$ cat config.mk
export PLATFORM = sky130hd
export DESIGN_NAME = mux8t1_4
export DESIGN_NICKNAME = d
export VERILOG_FILES = /design/src/rtl/mux8t1_4.sv
export SDC_FILE = /design/constraint.sdc
export NUM_CORES = 1
export LEC_CHECK = 0
export ABC_CLOCK_PERIOD_IN_PS = 1830
export CAP_MARGIN = 5
export CELL_PAD_IN_SITES_DETAIL_PLACEMENT = 0
export CELL_PAD_IN_SITES_GLOBAL_PLACEMENT = 1
export CORE_MARGIN = 4
export CORE_UTILIZATION = 19
export CTS_CLUSTER_DIAMETER = 60
export DETAILED_ROUTE_END_ITERATION = 6
export GPL_TIMING_DRIVEN = 0
export PLACE_DENSITY = 0.87
export SETUP_SLACK_MARGIN = 0.3
export SYNTH_ARGS = -nofsm -noshare
export SYNTH_HDL_FRONTEND = slang
export SYNTH_SLANG_ARGS = --single-unit
$ cat constraint.sdc
create_clock -name clk -period 1.83 [get_ports clk]
set_input_delay 0.4575 -clock clk [delete_from_list [all_inputs] [get_ports clk]]
set_output_delay 0.4575 -clock clk [all_outputs]
set_load 0.05 [all_outputs]
$ cat src/rtl/mux8t1_4.sv
// 8-to-1 word selector with combinational output, one-hot select decode and a registered copy.
// Optional: define MUX8T1_4_PARITY_EN to add parity_r, the even parity of the captured word.
module mux8t1_4 #(
    parameter int WIDTH = 4
) (
    input  logic             clk,
    input  logic             rst_n,
    input  logic             en,
    input  logic [2:0]       sel,
    input  logic [WIDTH-1:0] x0,
    input  logic [WIDTH-1:0] x1,
    input  logic [WIDTH-1:0] x2,
    input  logic [WIDTH-1:0] x3,
    input  logic [WIDTH-1:0] x4,
    input  logic [WIDTH-1:0] x5,
    input  logic [WIDTH-1:0] x6,
    input  logic [WIDTH-1:0] x7,
    output logic [WIDTH-1:0] o,
    output logic [WIDTH-1:0] o_r,
    output logic             o_r_valid,
`ifdef MUX8T1_4_PARITY_EN
    output logic             parity_r,
`endif
    output logic [7:0]       sel_oh
);

    logic [7:0][WIDTH-1:0] xs;

    assign xs = {x7, x6, x5, x4, x3, x2, x1, x0};

    // Direct index keeps the select a single mux level; an X on sel propagates to o.
    always_comb begin
        o      = xs[sel];
        sel_oh = 8'b1 << sel;
    end

    always_ff @(posedge clk or negedge rst_n) begin
        if (!rst_n) begin
            o_r       <= '0;
            o_r_valid <= 1'b0;
        end else if (en) begin
            o_r       <= o;
            o_r_valid <= 1'b1;
        end
    end

`ifdef MUX8T1_4_PARITY_EN
    always_ff @(posedge clk or negedge rst_n) begin
        if (!rst_n)
            parity_r <= 1'b0;
        else if (en)
            parity_r <= ^o;
    end
`endif

endmodule

==> qor.yml, run 1 <==
min_period_ps: 1971
final_common_cell: "dlygate4sd2_1"
leakagePower_uw: 0.0007242
cts_tree: "built"
fin_skew_ps: 0
drtIter0Drc: 6
cts_inserted_buffers: 3
required_ps: 1370
synth_fp_nets: 98
yosysUniqueCellTypes: 25
finalSetupViolCount: 7
critical_path.max_fanout: 5
ys_ff_latch: 5
synth-edff-count: 0
worstSetupStartpointType: "input pin"
syn_inst: 60
yosysWarnings: 0
crit_path_end_kind: "primary output"
crit_slowest_cell: "o32a_1"
io_buffers: 53
clk-insertion-delay-late_ps: 240
async_reset_ff_share_pct: 100.0
fp.dieArea_um2: 3853
pwr_density_cell_nw_per_um2: 474.8
hold_viol_final: 0
maxSlewViolCount: 0
fin_crit_sh_pct: 107.7
antenna_found_initial: 0
path_class: "input pin to primary output"
tightest_slew_ps: 286.7
holdCritPathClass: "input pin to async pin"
die_h_um: 62.07
wl_per_cell_um: 15.47
cts_hold_buf: 0
area.growth.synth_to_final_pct: 193.5
synth_area_um2: 555.5
status: "finished, violations left"
hpwlAfterDp_um: 1892
coreArea_um2: 2781
clockRootBuffer: "clkbuf_4"
clkTransAtPathRegs_ps: 40
cp.arrival_ps: 1510
drv_cap: 0
drc: 0
rsz0062_at_grt: "yes"
ant_nets: 0
overflow: 0
avgSynthCellArea_um2: 9.259
vias: 798
cts_buffer_depth: 2
h-tree-depth: 1
die_w_um: 62.07
routed_wl_um: 2583
irDropWorstVdd_mv: 0.5557
power_uw: 774.1
start_util_pct: 19.97
grtUsageTotal_pct: 14.09
critPathMaxStageDelay_ps: 290
antenna_cells: 0
place_congestion: 0.7132
row_count: 19
crit_buf_inv: 3
cpLargestDelayFamily: "compound AO/OA/AOI/OAI gates"
viasPerCell: 4.778
yosysSeqAreaShare_pct: 22.52
crit_chain: "buf_8 > or2_1 > buf_6 > o32a_1 > o211a_4 > buf_8"
nets: 175
synth_flop_cell: "dfrtp_1"
layout.cells.most_common_list: "dlygate4sd2_1, buf_4, buf_8"
clock-sinks: 5
grt_pass1_vias: 881
slew_headroom_pct: 80.98
critPathMostFrequentCell: "buf_8"
drive_gt1_share_pct: 59.56
finalWorstSetupSlack_ps: -141.3
place_ws_ps: -1261
hold_slack_ps: 438.8
grt_max_degree: 11
grt_pass1_wl_um: 3981
dr.pass1.iters: 4
fmax_mhz: 507.3
boundaryPins: 55
violations: "negative setup slack"
## layout make-up
| class | count | area [um^2] |
|---|---|---|
| Multi-Input combinational cell | 48 | 593.1 |
| Fill cell | 239 | 1151 |
| Sequential cell | 5 | 125.1 |
| Buffer | 6 | 78.83 |
| Clock buffer | 4 | 26.28 |
| Tap cell | 31 | 38.79 |
| Inverter | 1 | 11.26 |
| Timing Repair Buffer | 72 | 757.0 |
## power breakdown
part,switching (uW),total [uW],internal (uW),leakage [uW]
clock,46.2,129,82.5,0.0000150
sequential,9.54,136,126,0.0000537
combinational,250,510,260,0.000656
## kinds of logic after synthesis
logic type             synth area share, %
DFF                                  22.52
and+or+nand+nor                      19.60
AOI/OAI and AO/OA                    20.27
muxes                                27.70
buffers and inverters                9.908
## routing by layer
layer  vias to the layer above  global-route usage [%]  part of all wire (%)
met1                       380                   15.07                    36
met4                         0                   4.545                  0.54
met3                         2                   4.545                    11
li1                        377                       -                     -
met5                         -                       0                     0
met2                        39                   25.89                    52
## through the flow
step	TNS [ps]	cells	instance area, um^2	util, %
6_report	-547.5	167	1630	58.61
5_1_grt	-763.4	167	1630	58.61
4_1_cts	-521.4	163	1555	55.92
3_5_place_dp	-14480	144	1235	44.40
3_3_place_gp	-14060	144	1235	44.40
2_1_floorplan	-166.1	60	665.6	-
## Yosys cell counts (all sizes together) (3+ instances only)
| master | number | area, um^2 |
|---|---|---|
| a211oi | 4 | 30.03 |
| buf | 6 | 51.29 |
| dfrtp | 5 | 125.1 |
| mux2 | 8 | 93.84 |
| mux2i | 6 | 60.06 |
| nor2 | 5 | 18.77 |
| nor3b | 3 | 22.52 |
## final timing paths
check / from / endpoint / slack [ps] / cells after the start
max: sel[0] / o[0] / -140 / 6
min: rst_n / o_r[0] / 440 / 1
max reg2reg: o_r[0] / o_r[0] / 1050 / 1
min reg2reg: o_r_valid / o_r_valid / 470 / 1
max in group asynchronous: rst_n / o_r_valid / 1200 / 1
min in group clk: o_r_valid / o_r_valid / 470 / 1
## flip-flops by register name, summed over array words and instances, names as in the netlist
register   count
o_r_valid      1
o_r            4
## repair_timing
item,in CTS,in global routing
gates resized for setup,176,9
buffers inserted,15,4
setup endpoints to repair,21,14
pin swaps,13,3
(Power assumes the default switching activity.)
==> run 2, diff against run 1 <==
--- a/constraint.sdc
+++ b/constraint.sdc
@@ -3,2 +3,2 @@
 set_output_delay 0.4575 -clock clk [all_outputs]
-set_load 0.05 [all_outputs]
+set_load 0.005 [all_outputs]
==> qor.yml, run 2 (synthesized netlist as in run 1, its figures left out) <==
cts_tree: "built"
grt_pass1_wl_um: 3698  # -7.1%
grt_pass1_vias: 880  # -0.11%
rsz0062_at_grt: "yes"
reg2reg_from: "o_r[0]"
area.growth.synth_to_final_pct: 165.8
pwr_density_cell_nw_per_um2: 394.3  # -17%
start_util_pct: 19.97  # unchanged
path_class: "input pin to primary output"
routed_wl_um: 2705  # +4.7%
place_congestion: 0.6810  # -4.5%
slew_headroom_pct: 81.58  # +0.60 points
holdCritPathClass: "input pin to async pin"
placed_area_um2: 1142  # -7.5%
finalSetupViolCount: 3  # -4
antenna_found_initial: 0  # unchanged
setup_tns_ps: -284.0  # +263.5 ps
drive_gt1_share_pct: 48.89  # -11 points
viasPerCell: 4.783  # about the same
fin_crit_sh_pct: 105.3  # -2.4 points
worstSetupStartpointType: "input pin"
fin_skew_ps: 0  # unchanged
fillers: 253  # +5.9%
clock-sinks: 5  # unchanged
nets: 174  # -0.57%
required_ps: 1370  # about the same
largest_reg_flops: 4  # unchanged
layout.cells.most_common_list: "dlygate4sd2_1, buf_4, dlymetal6s2s_1"
largest-register: "o_r"
final_util_pct: 53.08  # -5.5 points
dr.pass1.iters: 3  # -1
hpwlAfterDp_um: 1903  # +0.57%
ant_nets: 0  # unchanged
r2r-end: "o_r[0]"
leakagePower_uw: 0.0007851  # +8.4%
vias: 794  # -0.50%
clkTransAtPathRegs_ps: 40  # about the same
grtUsageTotal_pct: 12.84  # -1.3 points
final_common_cell: "dlygate4sd2_1"
hold_viol_final: 0  # unchanged
irDropWorstVdd_mv: 0.4027  # -28%
drc: 0  # unchanged
status: "finished, violations left"
h-tree-depth: 1  # unchanged
violations: "negative setup slack"
cts_buffer_depth: 2  # unchanged
overflow: 0  # unchanged
clockRootBuffer: "clkbuf_4"
drtIter0Drc: 17  # +11
tightest_slew_ps: 275.4  # -11.24 ps
r2r_slack_ps: 1070  # +20 ps
cts_inserted_buffers: 3  # unchanged
min_period_ps: 1927  # -44.41 ps
critical_path.max_fanout: 6  # +1
largestRegisters: "o_r x4, o_r_valid x1"
wl_per_cell_um: 16.30  # +5.4%
cp.arrival_ps: 1470  # -40 ps
antenna_cells: 0  # unchanged
fmax_mhz: 519.0  # +2.3%
boundaryPins: 55  # unchanged
maxSlewViolCount: 0  # unchanged
fp.dieArea_um2: 3853  # unchanged
grt_max_degree: 11  # unchanged
coreArea_um2: 2781  # unchanged
clk-insertion-delay-late_ps: 240  # about the same
die_h_um: 62.07  # unchanged
rr_worst_depth: 1  # unchanged
row_count: 19  # unchanged
finalInstanceArea_um2: 1476  # -9.4%
io_buffers: 53  # unchanged
die_w_um: 62.07  # unchanged
finalWorstSetupSlack_ps: -96.87  # +44.41 ps
drv_cap: 0  # unchanged
crit_path_end_kind: "primary output"
[run 2: cell count changes in the layout (fill, tap and decap cells not counted), sizes merged]
cell	previous run	this run
dlymetal6s2s	0	10
clkdlybuf4s15	5	0
buf	39	35
clkdlybuf4s50	11	9
clkbuf	4	5
dlygate4sd2	23	22
[run 2: how the worst max path moves through the flow]
stage	endpoint	slack [ps]	cells past startpoint	startpoint
global route	o[0]	-150	6	sel[2]
global placement	o[2]	-880	6	sel[2]
CTS	o[2]	-120	6	sel[2]
finish	o[1]	-100	6	sel[1]
detailed placement	o[0]	-880	6	sel[2]
floorplan	o[0]	180	4	sel[2]
[run 2: power breakdown]
group / leakage [uW] / switching [uW] / total [uW] / internal (uW)
combinational: 0.000716 / 115 / 322 / 207
clock: 0.0000150 / 44.6 / 127 / 82.4
sequential: 0.0000537 / 7.30 / 133 / 126
total: 0.000785 / 167 / 582 / 415
[run 2: per-stage QoR]
step	power (uW)	hold slack, ps	setup WS, ps	instances
final	582.2	428.6	-96.87	166
after global placement	396.2	449.4	-879.0	144
after floorplan	234.8	161.9	177.9	60
after global routing	616.7	437.4	-145.3	166
after detailed placement	403.4	466.9	-881.7	144
after CTS	552.9	429.1	-118.6	159
[run 2: area by class of cell]
| class | instances | area (um^2) | area share, % |
|---|---|---|---|
| Timing Repair Buffer | 71 | 676.9 | 45.85 |
| Multi-Input combinational cell | 48 | 518.0 | 35.08 |
| Sequential cell | 5 | 125.1 | 8.475 |
| Buffer | 6 | 87.58 | 5.932 |
| Tap cell | 31 | 38.79 | 2.627 |
| Clock buffer | 4 | 26.28 | 1.780 |
| Inverter | 1 | 3.754 | 0.2542 |
[run 2: repair_timing]
action                                  in CTS  in global routing
buffers inserted                            11                  6
hold buffers                                 0                  0
pin swaps                                    7                 13
cloned                                       0                  1
gates resized for setup                    102                 28
endpoints found under the setup margin      21                 15
[run 2: layer usage]
| metal | vias to the layer above | global-route usage (%) | part of all wire [%] |
|---|---|---|---|
| met2 | 35 | 26.04 | 55 |
| met3 | 8 | 3.719 | 10 |
| met1 | 374 | 11.51 | 33 |
| li1 | 377 | - | - |
| met5 | - | 0 | 0 |
| met4 | 0 | 5.152 | 2.2 |
[run 2: critical path, cell delays in order]
cell and delay, ps:
buf_12 120, buf_8 120, mux2i_1 120, a21o_1 210, a211oi_2 280, buf_2 170
==> run 3, diff against run 2 <==
CORE_ASPECT_RATIO = 0.75   (was unset)
==> qor.yml, run 3 (synthesized netlist as in run 1, its figures left out) <==
status: "finished, violations left"
violations: "negative setup slack"
fp.dieArea_um2: 3862  # +0.24%
wl_per_cell_um: 15.48  # -5.0%
finalWorstSetupSlack_ps: -132.5  # -35.59 ps
finalSetupViolCount: 3  # unchanged
cp.arrival_ps: 1500  # +30 ps
h-tree-depth: 1  # unchanged
largestRegisters: "o_r x4, o_r_valid x1"
fillers: 263  # +4.0%
area.growth.synth_to_final_pct: 160.4
irDropWorstVdd_mv: 0.2533  # -37%
cts_buffer_depth: 2  # unchanged
cts_inserted_buffers: 3  # unchanged
die_w_um: 70.44  # +13%
hpwlAfterDp_um: 1763  # -7.4%
die_h_um: 54.83  # -12%
r2r_slack_ps: 1070  # about the same
coreArea_um2: 2703  # -2.8%
fmax_mhz: 509.6  # -1.8%
required_ps: 1370  # about the same
largest_reg_flops: 4  # unchanged
reg2reg_from: "o_r_valid"
largest-register: "o_r"
fin_crit_sh_pct: 107.2  # +1.9 points
clk-insertion-delay-late_ps: 220  # -20 ps
layout.cells.non_filler: 166  # unchanged
rr_worst_depth: 1  # unchanged
vias: 750  # -5.5%
tightest_slew_ps: 275.1  # -0.2857 ps
final_common_cell: "clkdlybuf4s50_1"
antenna_found_initial: 0  # unchanged
maxSlewViolCount: 0  # unchanged
drc: 0  # unchanged
holdCritPathClass: "input pin to async pin"
antenna_cells: 0  # unchanged
grt_pass1_wl_um: 3519  # -4.8%
critical_path.max_fanout: 2  # -4
rsz0062_at_grt: "yes"
fin_skew_ps: 0  # unchanged
final_util_pct: 53.52  # +0.44 points
layout.cells.most_common_list: "clkdlybuf4s50_1, dlymetal6s2s_1, dlygate4sd2_1"
drtIter0Drc: 22  # +5
power_uw: 647.3  # +11%
hold_slack_ps: 459.7  # +31.09 ps
slew_headroom_pct: 81.55  # about the same
grt_pass1_vias: 743  # -16%
path_class: "input pin to primary output"
clockRootBuffer: "clkbuf_8"
clkTransAtPathRegs_ps: 40  # about the same
routed_wl_um: 2569  # -5.0%
grt_max_degree: 11  # unchanged
overflow: 0  # unchanged
leakagePower_uw: 0.0007532  # -4.1%
dr.pass1.iters: 2  # -1
hold_viol_final: 0  # unchanged
row_count: 16  # -3
r2r-end: "o_r_valid"
worstSetupStartpointType: "input pin"
crit_path_end_kind: "primary output"
drv_cap: 0  # unchanged
min_period_ps: 1962  # +35.59 ps
boundaryPins: 55  # unchanged
nets: 169  # -2.9%
drive_gt1_share_pct: 45.38  # -3.5 points
clock-sinks: 5  # unchanged
viasPerCell: 4.518  # -5.5%
start_util_pct: 20.56  # +0.58 points
dp.cells: 149  # +3.5%
cts_hold_buf: 0  # unchanged
cts_tree: "built"
grtUsageTotal_pct: 11.96  # -0.88 points
ant_nets: 0  # unchanged
place_congestion: 0.7768  # +14%
pwr_density_cell_nw_per_um2: 447.5  # +13%
io_buffers: 53  # unchanged
-- run 3: cell count changes in the layout (fill, tap and decap cells not counted), moves of 3 or more --
| cell | change |
|---|---|
| buf_4 | -7 |
| clkbuf_8 | +3 |
| dlymetal6s2s_1 | +3 |
| clkbuf_4 | -3 |
| clkdlybuf4s50_1 | +6 |
| dlygate4sd2_1 | -11 |
| buf_8 | -3 |
-- run 3: repair_timing --
action,CTS,global route
gates cloned,0,1
pin swaps,7,11
setup endpoints to repair,19,16
buffers inserted,7,5
hold endpoints to repair,0,0
resized for setup,80,42
-- run 3: critical path, cell delays in order --
cell	delay, ps
clkdlybuf4s50_1	500
o32ai_4	100
a211oi_2	270
buf_2	170
-- run 3: worst max-delay path by stage --
stage	to	slack, ps	startpoint
4_1_cts	o[2]	-130	sel[0]
3_3_place_gp	o[2]	-900	sel[2]
5_1_grt	o[3]	-200	x3[3]
2_1_floorplan	o[0]	180	sel[2]
3_5_place_dp	o[0]	-900	sel[2]
6_report	o[3]	-130	x3[3]
-- run 3: power by group --
part / internal, uW / total (uW) / switching (uW) / leakage [uW]
Clock: 149 / 201 / 51.6 / 0.0000228
Sequential: 126 / 134 / 7.73 / 0.0000537
Combinational: 203 / 313 / 110 / 0.000677
Total: 478 / 647 / 169 / 0.000753
-- run 3: per-stage QoR --
step	setup TNS (ps)	setup slack (ps)	instance area (um^2)
2_1_floorplan	0	177.9	573.1
3_3_place_gp	-8986	-896.0	1149
3_5_place_dp	-9156	-904.3	1149
4_1_cts	-518.9	-130.1	1256
5_1_grt	-463.8	-196.1	1446
6_report	-337.4	-132.5	1446
-- run 3: area by class of cell --
| class | count | area (um^2) | share of cell area (%) |
|---|---|---|---|
| inverters | 1 | 6.256 | 0.4325 |
| flip-flops and latches | 5 | 125.1 | 8.651 |
| plain buffers | 6 | 88.84 | 6.142 |
| well taps | 36 | 45.04 | 3.114 |
| repair buffers | 66 | 641.9 | 44.38 |
| clock buffers | 4 | 45.04 | 3.114 |
| multi-input cells | 48 | 494.2 | 34.17 |
-- run 3: per-layer routing --
metal	GRT usage, %	wire length (um)	vias up
li1	-	-	367
met1	14.15	1139	346
met2	20.50	1252	35
met3	3.853	168	2
met4	4.777	8	0
met5	0	0	-
